`config.mk`:
```
export PLATFORM = sky130hd
export DESIGN_NAME = cache_port_arbiter
export DESIGN_NICKNAME = d
export VERILOG_FILES = /design/src/rtl/nmcu_pkg.sv /design/src/rtl/cache_port_arbiter_rr_arbiter.sv /design/src/rtl/cache_port_arbiter.sv
export SDC_FILE = /design/constraint.sdc
export NUM_CORES = 1
export LEC_CHECK = 0
export BUFFER_PORTS_ARGS = -buffer_cell sky130_fd_sc_hd__buf_2
export CORE_MARGIN = 5
export CORE_UTILIZATION = 25
export CTS_CLUSTER_SIZE = 28
export DETAILED_ROUTE_END_ITERATION = 12
export PLACE_DENSITY = 0.54
export SLEW_MARGIN = 30
export SYNTH_ARGS = -nofsm -noshare
export SYNTH_HDL_FRONTEND = slang
export SYNTH_SLANG_ARGS = --single-unit
```
`constraint.sdc`:
```
create_clock -name clk -period 2.2 [get_ports clk]
set_input_delay 0.11 -clock clk [delete_from_list [all_inputs] [get_ports clk]]
set_output_delay 0.11 -clock clk [all_outputs]
set_load 0.02 [all_outputs]
```
`src/rtl/nmcu_pkg.sv`:
```
`default_nettype none
// +-----------------------------------------------------------------------+
// | nmcu_pkg : shared memory request/response types and arbiter states    |
// | Revision : 1.0                                                        |
// +-----------------------------------------------------------------------+
package nmcu_pkg;

    localparam int ADDR_WIDTH    = 32;
    localparam int DATA_WIDTH    = 32;
    localparam int LEN_WIDTH     = 8;
    localparam int NUM_CACHE_REQ = 2;

    typedef struct packed {
        logic                  valid;
        logic [ADDR_WIDTH-1:0] addr;
        logic [LEN_WIDTH-1:0]  len;
        logic                  write_en;
        logic [DATA_WIDTH-1:0] wdata;
    } mem_req_t;

    typedef struct packed {
        logic                  valid;
        logic [DATA_WIDTH-1:0] rdata;
    } mem_resp_t;

    typedef enum logic [1:0] {
        IDLE      = 2'd0,
        ISSUE     = 2'd1,
        WAIT_RESP = 2'd2
    } arb_state_t;

endpackage
`default_nettype wire

```
`src/rtl/cache_port_arbiter_rr_arbiter.sv`:
```
`default_nettype none
// +-----------------------------------------------------------------------+
// | rr_arbiter : combinational round-robin pick, search starts at rr_ptr  |
// | Revision   : 1.0                                                      |
// +-----------------------------------------------------------------------+
module rr_arbiter #(
    parameter int NUM_REQ = 2,
    parameter int IDX_W   = $clog2(NUM_REQ)
) (
    input  logic [NUM_REQ-1:0] i_pending,
    input  logic [IDX_W-1:0]   i_rr_ptr,
    output logic [IDX_W-1:0]   o_winner,
    output logic               o_any_valid
);

    logic             w_found;
    logic [IDX_W-1:0] w_idx;

    always_comb begin
        o_winner = '0;
        w_found  = 1'b0;
        w_idx    = '0;
        for (int i = 0; i < NUM_REQ; i++) begin
            w_idx = IDX_W'((int'(i_rr_ptr) + i) % NUM_REQ);
            if (!w_found && i_pending[w_idx]) begin
                o_winner = w_idx;
                w_found  = 1'b1;
            end
        end
    end

    assign o_any_valid = |i_pending;

endmodule
`default_nettype wire

```
`src/rtl/cache_port_arbiter.sv`:
```
`default_nettype none
// +-----------------------------------------------------------------------+
// | cache_port_arbiter : N requesters share one cache port, one in flight |
// | Revision           : 1.0                                              |
// +-----------------------------------------------------------------------+
module cache_port_arbiter #(
    parameter int NUM_REQ    = 2,
    parameter int ADDR_WIDTH = nmcu_pkg::ADDR_WIDTH,
    parameter int DATA_WIDTH = nmcu_pkg::DATA_WIDTH,
    parameter int LEN_WIDTH  = nmcu_pkg::LEN_WIDTH
) (
    input  logic                          clk,
    input  logic                          rst_n,
    input  nmcu_pkg::mem_req_t            req_i [NUM_REQ],
    output nmcu_pkg::mem_resp_t           resp_o [NUM_REQ],
    output nmcu_pkg::mem_req_t            cache_req_o,
    input  nmcu_pkg::mem_resp_t           cache_resp_i,
    output logic [$clog2(NUM_REQ)-1:0]    grant_id_o,
    output logic                          busy_o,
    output logic                          err_o
);
    import nmcu_pkg::*;

    localparam int c_IDX_W = $clog2(NUM_REQ);

    arb_state_t            r_state;
    arb_state_t            w_state_nxt;
    logic [c_IDX_W-1:0]    r_grant;
    logic [c_IDX_W-1:0]    r_rr_ptr;
    logic                  r_err;

    logic [NUM_REQ-1:0]    r_slot_vld;
    logic [ADDR_WIDTH-1:0] r_slot_addr  [NUM_REQ];
    logic [LEN_WIDTH-1:0]  r_slot_len   [NUM_REQ];
    logic                  r_slot_we    [NUM_REQ];
    logic [DATA_WIDTH-1:0] r_slot_wdata [NUM_REQ];

    logic [c_IDX_W-1:0]    w_winner;
    logic                  w_any_valid;
    logic                  w_resp_hit;
    logic                  w_stray;
    logic                  w_overflow;
    logic [NUM_REQ-1:0]    w_clear;

    rr_arbiter #(
        .NUM_REQ (NUM_REQ),
        .IDX_W   (c_IDX_W)
    ) u_rr (
        .i_pending   (r_slot_vld),
        .i_rr_ptr    (r_rr_ptr),
        .o_winner    (w_winner),
        .o_any_valid (w_any_valid)
    );

    assign w_resp_hit = cache_resp_i.valid && (r_state != IDLE);
    assign w_stray    = cache_resp_i.valid && (r_state == IDLE);

    // A slot being cleared this cycle may be refilled without error (set wins).
    always_comb begin
        w_clear    = '0;
        w_overflow = 1'b0;
        for (int k = 0; k < NUM_REQ; k++) begin
            w_clear[k] = w_resp_hit && (r_grant == c_IDX_W'(k));
            if (req_i[k].valid && r_slot_vld[k] && !w_clear[k]) begin
                w_overflow = 1'b1;
            end
        end
    end

    always_ff @(posedge clk or negedge rst_n) begin
        if (!rst_n) begin
            r_slot_vld <= '0;
            for (int k = 0; k < NUM_REQ; k++) begin
                r_slot_addr[k]  <= '0;
                r_slot_len[k]   <= '0;
                r_slot_we[k]    <= 1'b0;
                r_slot_wdata[k] <= '0;
            end
        end else begin
            for (int k = 0; k < NUM_REQ; k++) begin
                if (req_i[k].valid && (!r_slot_vld[k] || w_clear[k])) begin
                    r_slot_vld[k]   <= 1'b1;
                    r_slot_addr[k]  <= req_i[k].addr;
                    r_slot_len[k]   <= req_i[k].len;
                    r_slot_we[k]    <= req_i[k].write_en;
                    r_slot_wdata[k] <= req_i[k].wdata;
                end else if (w_clear[k]) begin
                    r_slot_vld[k]   <= 1'b0;
                end
            end
        end
    end

    always_ff @(posedge clk or negedge rst_n) begin
        if (!rst_n) begin
            r_state  <= IDLE;
            r_grant  <= '0;
            r_rr_ptr <= '0;
            r_err    <= 1'b0;
        end else begin
            r_state <= w_state_nxt;
            r_err   <= r_err | w_overflow | w_stray;
            if (r_state == IDLE && w_any_valid) begin
                r_grant <= w_winner;
            end
            if (w_resp_hit) begin
                r_rr_ptr <= (r_grant == c_IDX_W'(NUM_REQ - 1)) ? '0 : r_grant + 1'b1;
            end
        end
    end

    always_comb begin
        w_state_nxt = r_state;
        cache_req_o = '0;
        for (int k = 0; k < NUM_REQ; k++) begin
            resp_o[k] = '0;
        end
        case (r_state)
            IDLE: begin
                if (w_any_valid) w_state_nxt = ISSUE;
            end
            ISSUE: begin
                cache_req_o.valid    = 1'b1;
                cache_req_o.addr     = r_slot_addr[r_grant];
                cache_req_o.len      = r_slot_len[r_grant];
                cache_req_o.write_en = r_slot_we[r_grant];
                cache_req_o.wdata    = r_slot_wdata[r_grant];
                w_state_nxt          = w_resp_hit ? IDLE : WAIT_RESP;
            end
            WAIT_RESP: begin
                if (w_resp_hit) w_state_nxt = IDLE;
            end
            default: w_state_nxt = IDLE;
        endcase
        if (w_resp_hit) begin
            resp_o[r_grant] = cache_resp_i;
        end
    end

    assign grant_id_o = (r_state == IDLE) ? '0 : r_grant;
    assign busy_o     = (r_state != IDLE);
    assign err_o      = r_err;

endmodule
`default_nettype wire

```
# Yosys cells after proc, flatten, opt, wreduce, memory -nomap -nowiden
# Cells that the tools add are included.
[totals] register_bits=153 in_bits=183 output_inout_bits=143 elab_cells=90
[op_classes] add_sub_neg=2 order_cmp=4 eq_ne=4 n_mux=35 bitwise_logic=5 reduce_logical=26
[ops] cell="32-bit 2-to-1 mux" n=6
[ops] cell="74-bit 2-to-1 mux" n=1
[ops] cell="66-bit bitwise AND" n=1
[ops] cell="66-bit 2-to-1 mux" n=1
[ops] cell="33-bit demux with 1-bit select" n=1
[ops] cell="33-bit 2-to-1 mux" n=1
[ops] cell="8-bit 2-to-1 mux" n=3
[ops] cell="1-bit 2-to-1 mux" n=18
[ops] cell="1-bit logical AND" n=13
[ops] cell="2-bit 2-to-1 mux" n=3
[ops] cell="2-bit case mux with 3 select lines" n=1
[ops] cell="2-bit nonzero test" n=3
[ops] cell="1-bit zero test" n=5
[ops] cell="1-bit by 2-bit < comparator with 1-bit output (second input constant)" n=2
[ops] cell="2-bit inequality test (second input constant)" n=2
[ops] cell="1-bit adder (second input constant)" n=2
[ops] cell="2-bit by 1-bit equality test with 1-bit output (second input constant)" n=1
[ops] cell="2-bit equality test (second input constant)" n=1
[ops] cell="2-bit greater-or-equal comparator (second input constant)" n=1
[ops] cell="2-bit zero test" n=1
[ops] cell="1-bit logical OR" n=2
[ops] cell="2-bit by 1-bit < comparator with 1-bit output (second input constant)" n=1
[ops] cell="1-bit NOT with 2-bit output" n=1
[ops] cell="1-bit OR" n=2
[ops] cell="other kinds (3)" n=3

# Depth between registers and ports, before layout
[depth] word_depth=9 mapped_depth=6 depth_no_buf=3

# Cells and area by module
# Synthesis repeated with hierarchy kept, for this count alone.
[unflattened] hier_cells=832 area_unflattened_um2=8750.9
[modules_own_cells] module="cache_port_arbiter" instances=1 cells_each=829 area_per_inst_um2=8733.4 seq_area_each_um2=3828.7
[modules_own_cells] module="rr_arbiter" instances=1 cells_each=3 area_per_inst_um2=17.5 seq_area_each_um2=0.0

# Worst setup path after synthesis
# Ideal clock, no wire load.
[synth_path] path_type="reg-to-reg" startpoint="reg r_state[0]" endpoint="reg r_slot_addr[10] in the netlist's numbering" setup_ps=125 arrival_time_ps=1437 t_required_ps=2075 path_slack_ps=638 path_stages_with_launch=6 path_buffers=2 synth_period_minus_slack_ps=1562 path_cell_list="dfrtp_1 > o211a_4 > o21a_1 > buf_6 > buf_12 > mux2_4"
[synth_between] elab_chain_len=5
[synth_rtl] item="start, declared" line="cache_port_arbiter.sv:26" text="arb_state_t r_state;"
[synth_rtl] item="start signal, assigned" line="cache_port_arbiter.sv:101" text="r_state <= w_state_nxt;"
[synth_rtl] item="2-bit nonzero test" line="cache_port_arbiter.sv:55" text="assign w_resp_hit = cache_resp_i.valid && (r_state != IDLE);"
[synth_rtl] item="1-bit logical AND" line="cache_port_arbiter.sv:55"
[synth_rtl] item="1-bit logical AND" line="cache_port_arbiter.sv:63" text="w_clear[k] = w_resp_hit && (r_grant == c_IDX_W'(k));"
[synth_rtl] item="1-bit logical OR" line="cache_port_arbiter.sv:81" text="if (req_i[k].valid && (!r_slot_vld[k] || w_clear[k])) begin"
[synth_rtl] item="1-bit logical AND" line="cache_port_arbiter.sv:81"
[synth_rtl] item="end signal, assigned by index" line="cache_port_arbiter.sv:83" text="r_slot_addr[k] <= req_i[k].addr;"
[synth_rtl] item="end, declared" line="cache_port_arbiter.sv:33" text="logic [ADDR_WIDTH-1:0] r_slot_addr [NUM_REQ];"
# Every way passes these cells.
# A chain may end at the register's enable or synchronous reset.

==> out/metrics.cfg <==
[status]
status=finished, final reports clean

[grt]
grtUsageMet2_pct=24.9
grt.overflow.total=0
grt_pass1_vias=8375
antenna_found_initial=2
grt_pass1_wl_microns=45800
use_met1_pct=18.4
track_usage_pct=14.6
gr-max-usage-layer=met2
use_met3_pct=3.52
grt_max_degree=89

[timing]
finalHoldViolations=0
tightestPinTransition_ns=0.632
period_share_pct=90.2
rsz0062_at_grt=false
finalMaxSlewViolations=0
setup_viol_count_final=0
min_period_ns=1.99
slew_headroom_pct=57.9
skew_ns=0.0101
max_freq_mhz=504
finalSetupTns_ns=0
setup_slack_ns=0.215

[synth]
syn_inst=832
synth_edf_count=0
netlist_area_sq_um=8740
dominantRegCellSynth=dfrtp_1
post-synth-top-count-cell=dfrtp_1
synth_top_area_share_pct=43.8
yosys_register_bits=153
seq_area_frac_synth_pct=43.8
yosys_warnings=0
syn_nets=1015
synth_common_cells=153 x dfrtp_1, 146 x o211ai_1, 78 x nor2_1, 74 x nand2_1, 74 x nand2b_1
ys_types=24
synth.largest_area_cell=dfrtp_1
yosys-top-cells-area=dfrtp_1 44%, o211ai_1 13%, mux2_4 12%
async_flop_share_pct=100
syn_avg_cell_area_sq_um=10.5

[finish]
drive_above_1_share_pct=35.8
multiInputGateArea_sq_um=4480
syn_to_final_growth_pct=47.5
nets=1451
fill_cells=3462
final-seq-area_sq_um=3840

[critical_path]
slowest_delay_ns=0.44
crit_path_end_kind=output pin
critPathLaunchType=flip-flop
cp.arrival_ns=1.88
cp_max_fo=29
critical_path_required_ns=2.09
crit_chain=or2b_4 -> buf_12 -> nor2_1 -> buf_2
reg2reg_from=r_slot_vld[0]
cpMaxStageDelayCell=dfrtp_1
worst-r2r-cell-count=3
criticalPathCategory=reg2out
critPathLaunch=r_state[0]

[place]
gp_congestion=0.798
portBuffers=325
place_hpwl_microns=19100
post-place-ws_ns=0.503

[routing]
firstDrtPassIters=4
vias=7853
ant_nets=0
drt-total-wl_microns=29100
wl_per_cell_microns=16.7
drc=0
drt_iter0_markers=299
avgViaCountPerCell=4.52

[floorplan]
die_h_microns=197
die-area_sq_um=38800
fp.coreArea_sq_um=34500
ios=326
placementRows=68
die_w_microns=197
initial_core_util_pct=25.3

[min_path]
holdPathStages=3
min_from=req_i[147]
hold_path.class=in2reg

[clock_tree]
cts_buffers=17
cts_tree=yes
clockRootBuffer=clkbuf_16
insertion_delay_ns=0.43
ctsResizeCount=0
cts_buffer_depth=2
post_cts_buffers=0
htreeDepth=4
clkSinkCount=153
clk_pin_slew_ns=0.07
cts.hold.buffers_added=149

[power]
p_leak_nw=6.12
vdd_drop_max_uv=713
powerDensity_nw_per_um2=1290

[flow_run]
cap_viol_max_count=0

==> critical path, delay by kind of cell (launching register included) <==
family / cells / cell delay (ns)
simple gates: 2 / 0.56
flops: 1 / 0.44
buf+inv: 2 / 0.41
==> metal layers <==
layer | wire length [microns] | vias to the layer above
met1 | 12900 | 3832
met4 | 486 | 0
met5 | 0 | -
met2 | 14300 | 211
li1 | - | 3780
met3 | 1420 | 30
==> registers in the layout, indices dropped and copies added (netlist names) <==
signal        flops
r_slot_addr      64
r_slot_wdata     64
r_slot_len       16
r_slot_vld        2
r_slot_we         2
r_state           2
err_o             1
r_grant           1
r_rr_ptr          1
==> power by group <==
| part | switching (mW) | internal (mW) | leakage (nW) | total [mW] |
|---|---|---|---|---|
| registers | 0.917 | 4.05 | 1.67 | 4.97 |
| clock network | 1.28 | 1.68 | 0.268 | 2.97 |
| logic | 4.74 | 3.97 | 4.18 | 8.71 |
==> path summary, 6_finish.rpt <==
check                              endpoint  slack [ns]
max in group asynchronous  r_slot_wdata[19]        1.26
hold / removal              r_slot_addr[39]        0.04
hold reg to reg             r_slot_addr[29]        0.51
min in group asynchronous   r_slot_addr[40]        0.22
setup reg to reg            r_slot_addr[60]        0.50
setup / recovery            cache_req_o[46]        0.21
==> layout by cell type, fill, tap and decap left out, types with 4 or more instances in the layout <==
cell           Yosys  routed
clkbuf_8           0       4
buf_4              0      14
nor2_1            78      78
clkinvlp_4         0       5
clkbuf_16          0      17
o211ai_1         146     146
buf_2             23     323
nand2b_1          74      74
inv_1              4       4
dlygate4sd3_1      0     149
nand2_1           74      74
mux2i_1           73      73
buf_12             7       9
and2_1            64      64
mux2_4            70      70
dfrtp_1          153     151
==> cell type report <==
type | instances | area share [%]
diodes | 2 | 0.0388
multi-input cells | 596 | 34.8
repair buffers | 496 | 26.4
flip-flops and latches | 153 | 29.8
clock buffers | 23 | 3.79
well taps | 455 | 4.42
inverters | 4 | 0.117
clock inverters | 9 | 0.699
==> per-stage QoR <==
stage	hold WS, ns	util, %	cell area (sq um)	power (mW)	cells
after floorplan	-0.186	-	8740	11.0	832
after global placement	0.126	31.3	10800	13.5	1555
after detailed placement	0.126	31.3	10800	13.6	1555
after CTS	0.0151	37.3	12900	16.9	1736
after global routing	0.0369	37.3	12900	17.8	1738
final	0.0432	37.3	12900	16.7	1738
==> cell families after synthesis <==
logic type | after synthesis | synth area share, %
simple gates | 294 | 16.7
compound gates | 156 | 13.4
flops | 153 | 43.8
mux | 146 | 20.8
buf+inv | 83 | 5.28
Note: power is estimated with default switching activity, not from simulation.
